<file path="src/rtl/multicycle_seq_ctrl_if.sv">
// Shared memory port between the sequencer and memory.
// The sequencer drives the request; memory answers with ready.
interface multicycle_seq_ctrl_if;
  logic mem_req;
  logic mem_we;
  logic iord;
  logic mem_ready;

  modport master (
    output mem_req,
    output mem_we,
    output iord,
    input  mem_ready
  );

  modport slave (
    input  mem_req,
    input  mem_we,
    input  iord,
    output mem_ready
  );
endinterface

</file>
<file path="src/rtl/multicycle_seq_ctrl.sv">
// Multicycle FETCH/DECODE/EXEC/MEM/WB sequencer for the 16-bit CPU.
// Drives datapath enables/selects, counts retired instrs, flags bus timeout.
module multicycle_seq_ctrl #(
  parameter int TIMEOUT = 16,
  parameter int CNT_W   = 16
) (
  input  logic                 clk,
  input  logic                 reset,
  input  logic [2:0]           opcode,
  input  logic                 alu_zero,
  multicycle_seq_ctrl_if.master mem,
  output logic                 ir_write,
  output logic                 mdr_write,
  output logic                 pc_write,
  output logic                 pc_write_cond,
  output logic [1:0]           pc_src,
  output logic                 alu_src_a,
  output logic [1:0]           alu_src_b,
  output logic [1:0]           alu_op,
  output logic [1:0]           reg_dst,
  output logic [1:0]           mem_to_reg,
  output logic                 reg_write,
  output logic                 sign_or_zero,
  output logic [2:0]           state,
  output logic [CNT_W-1:0]     retired_cnt,
  output logic                 bus_err
);

  localparam logic [2:0] S_FETCH  = 3'd0;
  localparam logic [2:0] S_DECODE = 3'd1;
  localparam logic [2:0] S_EXEC   = 3'd2;
  localparam logic [2:0] S_MEM    = 3'd3;
  localparam logic [2:0] S_WB     = 3'd4;
  localparam logic [2:0] S_ERR    = 3'd7;

  localparam logic [2:0] OP_ADD  = 3'd0;
  localparam logic [2:0] OP_ADDI = 3'd1;
  localparam logic [2:0] OP_SLI  = 3'd2;
  localparam logic [2:0] OP_LW   = 3'd3;
  localparam logic [2:0] OP_SW   = 3'd4;
  localparam logic [2:0] OP_BEQ  = 3'd5;
  localparam logic [2:0] OP_J    = 3'd6;
  localparam logic [2:0] OP_JAL  = 3'd7;

  localparam int WW = (TIMEOUT > 0) ? $clog2(TIMEOUT + 1) : 1;
  localparam logic [WW-1:0] TLAST = WW'((TIMEOUT > 0) ? TIMEOUT - 1 : 0);

  logic [2:0]    state_q, state_d;
  logic [WW-1:0] wait_q;
  logic          timeout_hit;
  logic          retire;

  // The zero flag is consumed by the datapath via pc_write_cond.
  logic unused_alu_zero;
  assign unused_alu_zero = alu_zero;

  logic is_add, is_addi, is_sli, is_lw, is_sw, is_beq, is_j, is_jal;
  assign is_add  = (opcode == OP_ADD);
  assign is_addi = (opcode == OP_ADDI);
  assign is_sli  = (opcode == OP_SLI);
  assign is_lw   = (opcode == OP_LW);
  assign is_sw   = (opcode == OP_SW);
  assign is_beq  = (opcode == OP_BEQ);
  assign is_j    = (opcode == OP_J);
  assign is_jal  = (opcode == OP_JAL);

  assign state = state_q;
  assign timeout_hit = (TIMEOUT > 0) && (wait_q == TLAST);
  assign retire = (state_d == S_FETCH) &&
                  (state_q inside {S_DECODE, S_EXEC, S_MEM, S_WB});

  // State register.
  always_ff @(posedge clk) begin
    if (reset) state_q <= S_FETCH;
    else       state_q <= state_d;
  end

  // Wait counter, retire counter and sticky bus error.
  always_ff @(posedge clk) begin
    if (reset) begin
      wait_q      <= '0;
      retired_cnt <= '0;
      bus_err     <= 1'b0;
    end else begin
      if (mem.mem_req && !mem.mem_ready) wait_q <= wait_q + 1'b1;
      else                               wait_q <= '0;
      if (retire) retired_cnt <= retired_cnt + 1'b1;
      if (state_d == S_ERR && state_q != S_ERR) bus_err <= 1'b1;
    end
  end

  // Next-state selection; a ready in the last wait cycle beats the timeout.
  always_comb begin
    state_d = state_q;
    case (state_q)
      S_FETCH: begin
        if (mem.mem_ready)    state_d = S_DECODE;
        else if (timeout_hit) state_d = S_ERR;
      end
      S_DECODE: begin
        if (is_j || is_jal) state_d = S_FETCH;
        else                state_d = S_EXEC;
      end
      S_EXEC: begin
        if (is_add || is_addi || is_sli) state_d = S_WB;
        else if (is_lw || is_sw)         state_d = S_MEM;
        else                             state_d = S_FETCH;
      end
      S_MEM: begin
        if (mem.mem_ready)    state_d = is_lw ? S_WB : S_FETCH;
        else if (timeout_hit) state_d = S_ERR;
      end
      S_WB:    state_d = S_FETCH;
      S_ERR:   state_d = S_ERR;
      default: state_d = S_FETCH;
    endcase
  end

  // Datapath controls; everything idles while reset is held.
  always_comb begin
    mem.mem_req   = 1'b0;
    mem.mem_we    = 1'b0;
    mem.iord      = 1'b0;
    ir_write      = 1'b0;
    mdr_write     = 1'b0;
    pc_write      = 1'b0;
    pc_write_cond = 1'b0;
    pc_src        = 2'b00;
    alu_src_a     = 1'b0;
    alu_src_b     = 2'b00;
    alu_op        = 2'b00;
    reg_dst       = 2'b00;
    mem_to_reg    = 2'b00;
    reg_write     = 1'b0;
    sign_or_zero  = 1'b1;
    if (!reset) begin
      case (state_q)
        S_FETCH: begin
          mem.mem_req = 1'b1;
          alu_src_b   = 2'b01;
          alu_op      = 2'b11;
          ir_write    = mem.mem_ready;
          pc_write    = mem.mem_ready;
        end
        S_DECODE: begin
          alu_src_b = 2'b11;
          alu_op    = 2'b11;
          if (is_j || is_jal) begin
            pc_write = 1'b1;
            pc_src   = 2'b10;
          end
          if (is_jal) begin
            reg_write  = 1'b1;
            reg_dst    = 2'b10;
            mem_to_reg = 2'b10;
          end
        end
        S_EXEC: begin
          alu_src_a = 1'b1;
          unique case (1'b1)
            is_add: alu_op = 2'b00;
            is_addi, is_lw, is_sw: begin
              alu_src_b = 2'b10;
              alu_op    = 2'b11;
            end
            is_sli: begin
              alu_src_b    = 2'b10;
              alu_op       = 2'b10;
              sign_or_zero = 1'b0;
            end
            is_beq: begin
              alu_op        = 2'b01;
              pc_write_cond = 1'b1;
              pc_src        = 2'b01;
            end
            default: ;
          endcase
        end
        S_MEM: begin
          mem.mem_req = 1'b1;
          mem.iord    = 1'b1;
          mem.mem_we  = is_sw;
          mdr_write   = is_lw && mem.mem_ready;
        end
        S_WB: begin
          reg_write  = 1'b1;
          reg_dst    = is_add ? 2'b01 : 2'b00;
          mem_to_reg = is_lw ? 2'b01 : 2'b00;
        end
        default: ;
      endcase
    end
  end

endmodule
</file>
<file path="src/flat_wrapper.sv">
// flat-port wrapper written by rule: the top's interface ports become plain ports
module multicycle_seq_ctrl_flat 
#(
  parameter int TIMEOUT = 16,
  parameter int CNT_W   = 16
)
  (clk, reset, opcode, alu_zero, ir_write, mdr_write, pc_write, pc_write_cond, pc_src, alu_src_a, alu_src_b, alu_op, reg_dst, mem_to_reg, reg_write, sign_or_zero, state, retired_cnt, bus_err, mem_mem_req, mem_mem_we, mem_iord, mem_mem_ready);
  multicycle_seq_ctrl_if mem_i ();
  input  logic clk;
  input  logic reset;
  input  logic [2:0] opcode;
  input  logic alu_zero;
  output logic ir_write;
  output logic mdr_write;
  output logic pc_write;
  output logic pc_write_cond;
  output logic [1:0] pc_src;
  output logic alu_src_a;
  output logic [1:0] alu_src_b;
  output logic [1:0] alu_op;
  output logic [1:0] reg_dst;
  output logic [1:0] mem_to_reg;
  output logic reg_write;
  output logic sign_or_zero;
  output logic [2:0] state;
  output logic [CNT_W-1:0] retired_cnt;
  output logic bus_err;
  output wire logic [$bits(mem_i.mem_req)-1:0] mem_mem_req;
  output wire logic [$bits(mem_i.mem_we)-1:0] mem_mem_we;
  output wire logic [$bits(mem_i.iord)-1:0] mem_iord;
  input wire logic [$bits(mem_i.mem_ready)-1:0] mem_mem_ready;
  assign mem_mem_req = mem_i.mem_req;
  assign mem_mem_we = mem_i.mem_we;
  assign mem_iord = mem_i.iord;
  assign mem_i.mem_ready = mem_mem_ready;
  multicycle_seq_ctrl #(.TIMEOUT(TIMEOUT), .CNT_W(CNT_W)) u_core (.clk(clk), .reset(reset), .opcode(opcode), .alu_zero(alu_zero), .mem(mem_i), .ir_write(ir_write), .mdr_write(mdr_write), .pc_write(pc_write), .pc_write_cond(pc_write_cond), .pc_src(pc_src), .alu_src_a(alu_src_a), .alu_src_b(alu_src_b), .alu_op(alu_op), .reg_dst(reg_dst), .mem_to_reg(mem_to_reg), .reg_write(reg_write), .sign_or_zero(sign_or_zero), .state(state), .retired_cnt(retired_cnt), .bus_err(bus_err));
endmodule
</file>
<file path="config.mk">
export PLATFORM = sky130hd
export DESIGN_NAME = multicycle_seq_ctrl_flat
export DESIGN_NICKNAME = d
export VERILOG_FILES = /design/src/rtl/multicycle_seq_ctrl_if.sv /design/src/rtl/multicycle_seq_ctrl.sv /design/src/flat_wrapper.sv
export SDC_FILE = /design/constraint.sdc
export NUM_CORES = 1
export LEC_CHECK = 0
export CAP_MARGIN = 10
export CORE_MARGIN = 2
export CORE_UTILIZATION = 43
export CTS_CLUSTER_DIAMETER = 150
export DETAILED_ROUTE_END_ITERATION = 7
export MAX_ROUTING_LAYER = met4
export PLACE_DENSITY = 0.84
export SLEW_MARGIN = 40
export SYNTH_ARGS = -nofsm -noshare
export SYNTH_HDL_FRONTEND = slang
export SYNTH_SLANG_ARGS = --single-unit
</file>
<file path="constraint.sdc">
create_clock -name clk -period 2.3 [get_ports clk]
set_input_delay 0.46 -clock clk [delete_from_list [all_inputs] [get_ports clk]]
set_output_delay 0.46 -clock clk [all_outputs]
set_load 0.03 [all_outputs]
</file>
Yosys cells after proc, flatten, opt, wreduce, memory -nomap -nowiden
Index checks and enable logic that the tools add are counted.
- register bits: 25
- input port bits: 7
- output and inout bits: 40
- $add $sub $neg: 2
- eq/ne operators: 15
- muxes and demuxes: 49
- bitwise logic cells: 1
- reduce and logical (&&, ||, !) cells: 18
- operators with widths (kind ; number):
    $mux 1 ; 25
    $eq 3x3->1 const B ; 7
    $mux 2 ; 10
    $add 16x1->16 const B ; 1
    $pmux 2 s2 ; 4
    $mux 3 ; 5
    $pmux 3 s5 ; 1
    $eq 3x2->1 const B ; 4
    $pmux 2 s3 ; 2
    $logic_not 3->1 ; 3
    $eq 3x1->1 const B ; 2
    $reduce_or 2->1 ; 3
    $add 5x1->5 const B ; 1
    $eq 5x4->1 const B ; 1
    $logic_and 1x1->1 ; 4
    $logic_or 1x1->1 ; 4
    $pmux 1 s2 ; 2
    $reduce_bool 4->1 ; 1
    $reduce_or 4->1 ; 1
    $ne 3x3->1 const B ; 1
    $reduce_or 3->1 ; 1
    $logic_not 1->1 ; 1
    $not 1->1 ; 1

Logic depth before layout (Yosys ltp)
- depth in word-level cells: 7
- depth in mapped cells: 10

Least setup slack after synthesis
OpenSTA, ideal clock, no wires.
- kind: register to output
- start point: reg u_core.state_q[2], in the netlist u_core.state[2]
- end point: out pc_src[0]
- arrival time: 2.058 ns
- setup slack: -0.218 ns
- stages on the path, launching flop included: 5
- path buffers: 2
- path through: dfxtp_1 > buf_2 > or2_2 > clkbuf_1 > nor4_1
- cells in the longest elaborated chain, start to end: 3
- ends and longest elaborated chain (what ; line ; text):
    from (decl) ; multicycle_seq_ctrl.sv:48 ; logic [2:0] state_q, state_d;
    from (signal assigned) ; multicycle_seq_ctrl.sv:75 ; else state_q <= state_d;
    $eq 3x2->1 or $eq 3x1->1 (tied branches) ; multicycle_seq_ctrl.sv:137 ; case (state_q)
    $pmux 2 s2 (*) ; multicycle_seq_ctrl.sv:137 ;
    $mux 2 (*) ; multicycle_seq_ctrl.sv:136 ; if (!reset) begin
    to (decl) ; flat_wrapper.sv:17 ; output logic [1:0] pc_src;
Mark *: on every way between the ends. The rest lies on a longest branch, timed or not.

Final worst setup path
- start point: reg u_core.wait_q[0]
- end point: reg u_core.retired_cnt[11]
- cells in the longest elaborated chain, start to end: 6
- ends and longest elaborated chain (what ; line ; text):
    from (decl) ; multicycle_seq_ctrl.sv:49 ; logic [WW-1:0] wait_q;
    from (signal assigned) ; multicycle_seq_ctrl.sv:85 ; if (mem.mem_req && !mem.mem_ready) wait_q <= wait_q + 1'b1;
    $eq 5x4->1 (*) ; multicycle_seq_ctrl.sv:68 ; assign timeout_hit = (TIMEOUT > 0) && (wait_q == TLAST);
    $mux 3 (*) ; multicycle_seq_ctrl.sv:98, multicycle_seq_ctrl.sv:111 ;
    $mux 3 (on tied branches) ; multicycle_seq_ctrl.sv:110, multicycle_seq_ctrl.sv:97 ;
    $pmux 3 s5 (*) ; multicycle_seq_ctrl.sv:95 ; case (state_q)
    $logic_not 3->1 (*) ; multicycle_seq_ctrl.sv:69 ; assign retire = (state_d == S_FETCH) &&
    $logic_and 1x1->1 (*) ; multicycle_seq_ctrl.sv:69 ;
    to (signal assigned) ; multicycle_seq_ctrl.sv:87 ; if (retire) retired_cnt <= retired_cnt + 1'b1;
    to (decl) ; multicycle_seq_ctrl.sv:25 ; output logic [CNT_W-1:0] retired_cnt,
Marks and branches as above.
A chain may end at the register's enable or synchronous reset.

==> flow_metrics.env <==
export IMPL_syn_nets=224
export IMPL_place_inst=322
export IMPL_drc=0
export IMPL_antenna_found_initial=0
export IMPL_htree_levels=1
export IMPL_first_iter_violations=82
export IMPL_min_path_type="reg -> reg"
export IMPL_clock_latency_ns=0.26
export IMPL_rr_worst_depth=9
export IMPL_p_leak_nw=1.03
export IMPL_worst_r2r_setup_slack_ns=0.05
export IMPL_async_reset_ff_share_pct=0
export IMPL_mostFrequentLayoutCell="buf_4"
export IMPL_cpMostUsedCell="a21oi_2"
export IMPL_io_buffer_count=45
export IMPL_setup_viol=0
export IMPL_grt_pass1_vias=1559
export IMPL_io_pin_count=47
export IMPL_grt_overflow_total=0
export IMPL_cts_buffers=3
export IMPL_finalHoldViolCount=0
export IMPL_clockBufferDepth=2
export IMPL_grt_max_degree=30
export IMPL_area_delta_synth_final_pct=51.0
export IMPL_ys_ff_latch=25
export IMPL_cp_slowest_cell="or4_1"
export IMPL_cp_max_fo=5
export IMPL_fin_cells=333
export IMPL_period_share_pct=98.0
export IMPL_cts_root_buf="clkbuf_8"
export IMPL_via_count=1787
export IMPL_vdd_drop_max_uv=351
export IMPL_start_kind="flop"
export IMPL_rr_endpoint="u_core.retired_cnt[11]$_SDFFE_PP0P_"
export IMPL_nets=296
export IMPL_synthFlopType="dfxtp_1"
export IMPL_synth_edf_count=0
export IMPL_die_area_sq_mm=0.00425
export IMPL_worstPathRequired_ns=2.50
export IMPL_die_h_um=65.2
export IMPL_slew_violations=0
export IMPL_status="complete, no violations"
export IMPL_ys_seq_area_share_pct=31.1
export IMPL_seqCellArea_sq_um=503
export IMPL_holdPathStages=1
export IMPL_tritoncts="done"
export IMPL_place_hpwl_um=3010
export IMPL_netlist_area_sq_mm=0.00161
export IMPL_grt_use_total_pct=19.7
export IMPL_cellPowerDensity_mw_per_mm2=401
export IMPL_drive_gt1_share_pct=29.8
export IMPL_start_util_pct=44.4
export IMPL_yosysUniqueCellTypes=46
export IMPL_drt_pass1_iter_count=4
export IMPL_drt_wirelength_per_cell_um=14.1
export IMPL_clk_pin_slew_ns=0.08
export IMPL_r2r_start="u_core.wait_q[0]$_SDFF_PP0_"
export IMPL_maxCapViolations=0
export IMPL_endpoint_kind="flop"
export IMPL_min_from="u_core.wait_q[0]$_SDFF_PP0_"
export IMPL_crit_type="reg -> reg"
export IMPL_grt_pass1_wl_um=6600
export IMPL_max_slew_margin_pct=73.0
export IMPL_syn_area_per_cell_sq_um=7.53
export IMPL_die_w_um=65.2
export IMPL_detail_route_antenna_nets=0
export IMPL_ys_warn_count=0
export IMPL_gp_congestion=0.828
export IMPL_finalPower_mw=0.975
export IMPL_num_rows=22
export IMPL_fill_cells=309
export IMPL_routed_via_density=5.37
export IMPL_crit_chain="ha_2 -> and3_1 -> ha_1 -> nor3b_2 -> a21oi_2 -> buf_4 -> nand3b_4 -> or4_1 -> a21oi_2"
export IMPL_cp_arrival_ns=2.45
export IMPL_synth_cells=214
export IMPL_cts_hold_buf=0
export IMPL_core_region_area_sq_mm=0.00363
export IMPL_wirelength_um=4680
export IMPL_fin_crit_ns=2.25
export IMPL_antenna_cells=0
export IMPL_skew_ns=0.00553
export IMPL_multi_input_area_sq_mm=0.00108
export IMPL_tightest_slew_ns=0.405
export IMPL_holdPathEnd="u_core.wait_q[0]$_SDFF_PP0_"
export IMPL_cpPeakStageDelay_ns=0.55
export IMPL_fmax_mhz=444
export IMPL_clock_sinks=25
export IMPL_mostFrequentLayoutCells="buf_4 (51), nor2_1 (31), dfxtp_1 (23), clkdlybuf4s50_1 (21), nand2_1 (17)"
state kept, by name, indices dropped and copies added (netlist names):
register            cells
u_core.bus_err          1
u_core.retired_cnt     16
u_core.state            3
u_core.wait_q           5
synth_stat cells, types with 2 or more instances:
library cell  count  share of area, %
and3_1            4               1.6
nor2b_1           9               3.5
xnor2_1           2               1.1
dfxtp_1          25                31
inv_1            13               3.0
nand2b_1          6               2.3
buf_6             2               1.4
nand3b_1          2              0.93
o21ai_2           2               1.1
nor3b_1           2              0.93
ha_1              3               2.3
buf_2             2              0.62
nor2_1           33               7.7
nor3_1            7               2.2
clkbuf_1          6               1.4
or2_2             2              0.78
nand2_1          17               4.0
o41ai_1           2               1.1
o21ai_1           3              0.93
a21oi_1          17               5.3
nand3_1           6               1.9
o31ai_1           6               2.8
mux2_1            5               3.5
buf_4             4               1.9
or4_1             7               3.3
nor4_1            3               1.2
nand4_1           5               1.9
layout make-up:
class                      instances  area share (%)
clock buffer                       4            1.85
sequential                        25            20.7
multi-input combinational        163            44.3
tap                               48            2.47
inverter                          13            2.01
timing repair buffer              80            28.7
worst max-delay path by stage:
stage / to / slack, ns / start / cells after the start
after floorplan: pc_src[0] / -0.22 / u_core.state[2]$_SDFF_PP0_ / 4
after global placement: sign_or_zero / -0.16 / reset / 5
after detailed placement: sign_or_zero / -0.20 / reset / 5
after CTS: pc_src[0] / 0.01 / reset / 5
after global routing: u_core.retired_cnt[11]$_SDFFE_PP0P_ / -0.03 / u_core.wait_q[0]$_SDFF_PP0_ / 9
final: u_core.retired_cnt[11]$_SDFFE_PP0P_ / 0.05 / u_core.wait_q[0]$_SDFF_PP0_ / 9
per-layer routing:
| metal | global-route usage [%] | wire length, um |
|---|---|---|
| met5 | - | 0 |
| met4 | 5.99 | 63 |
| met3 | 1.71 | 245 |
| met2 | 35.6 | 2350 |
| met1 | 23.3 | 2030 |
kinds of logic after synthesis:
logic type	Yosys count	synth area share, %
flip-flops	25	31.1
XOR/XNOR	3	1.63
AO/OA/AOI/OAI	39	15.8
AND/OR/NAND/NOR	111	37.1
buffers and inverters	28	8.54
adder cells (fa/ha/maj)	3	2.33
multiplexers	5	3.49
critical path, delay by kind of cell, from the launching register on:
kind	cells	cell delay, ns
buffers and inverters	1	0.16
AOI/OAI and AO/OA	2	0.33
and+or+nand+nor	4	1.01
DFF	1	0.33
adders and majority gates	2	0.36
repair_timing:
action	4_1_cts	5_1_grt
endpoints found under the setup margin	10	22
gates resized for setup	8	20
setup buffers	1	3
gates cloned	0	3
pin swaps	0	11
through the flow:
stage          worst slack, ns  hold WS (ns)  cell area [sq um]  utilization, %  TNS (ns)
2_1_floorplan           -0.218         0.418               1620               -    -0.521
3_3_place_gp            -0.163         0.429               2210            61.0     -1.58
3_5_place_dp            -0.202         0.443               2210            61.0     -2.25
4_1_cts                 0.0147         0.462               2280            62.7         0
5_1_grt                -0.0270         0.438               2430            67.0   -0.0609
6_report                0.0470         0.422               2430            67.0         0
where the power goes:
group          internal, mW  total (mW)  switching (mW)
registers             0.442       0.457          0.0151
clock network         0.124       0.255           0.131
logic                 0.116       0.263           0.147
(Power assumes the default switching activity.)
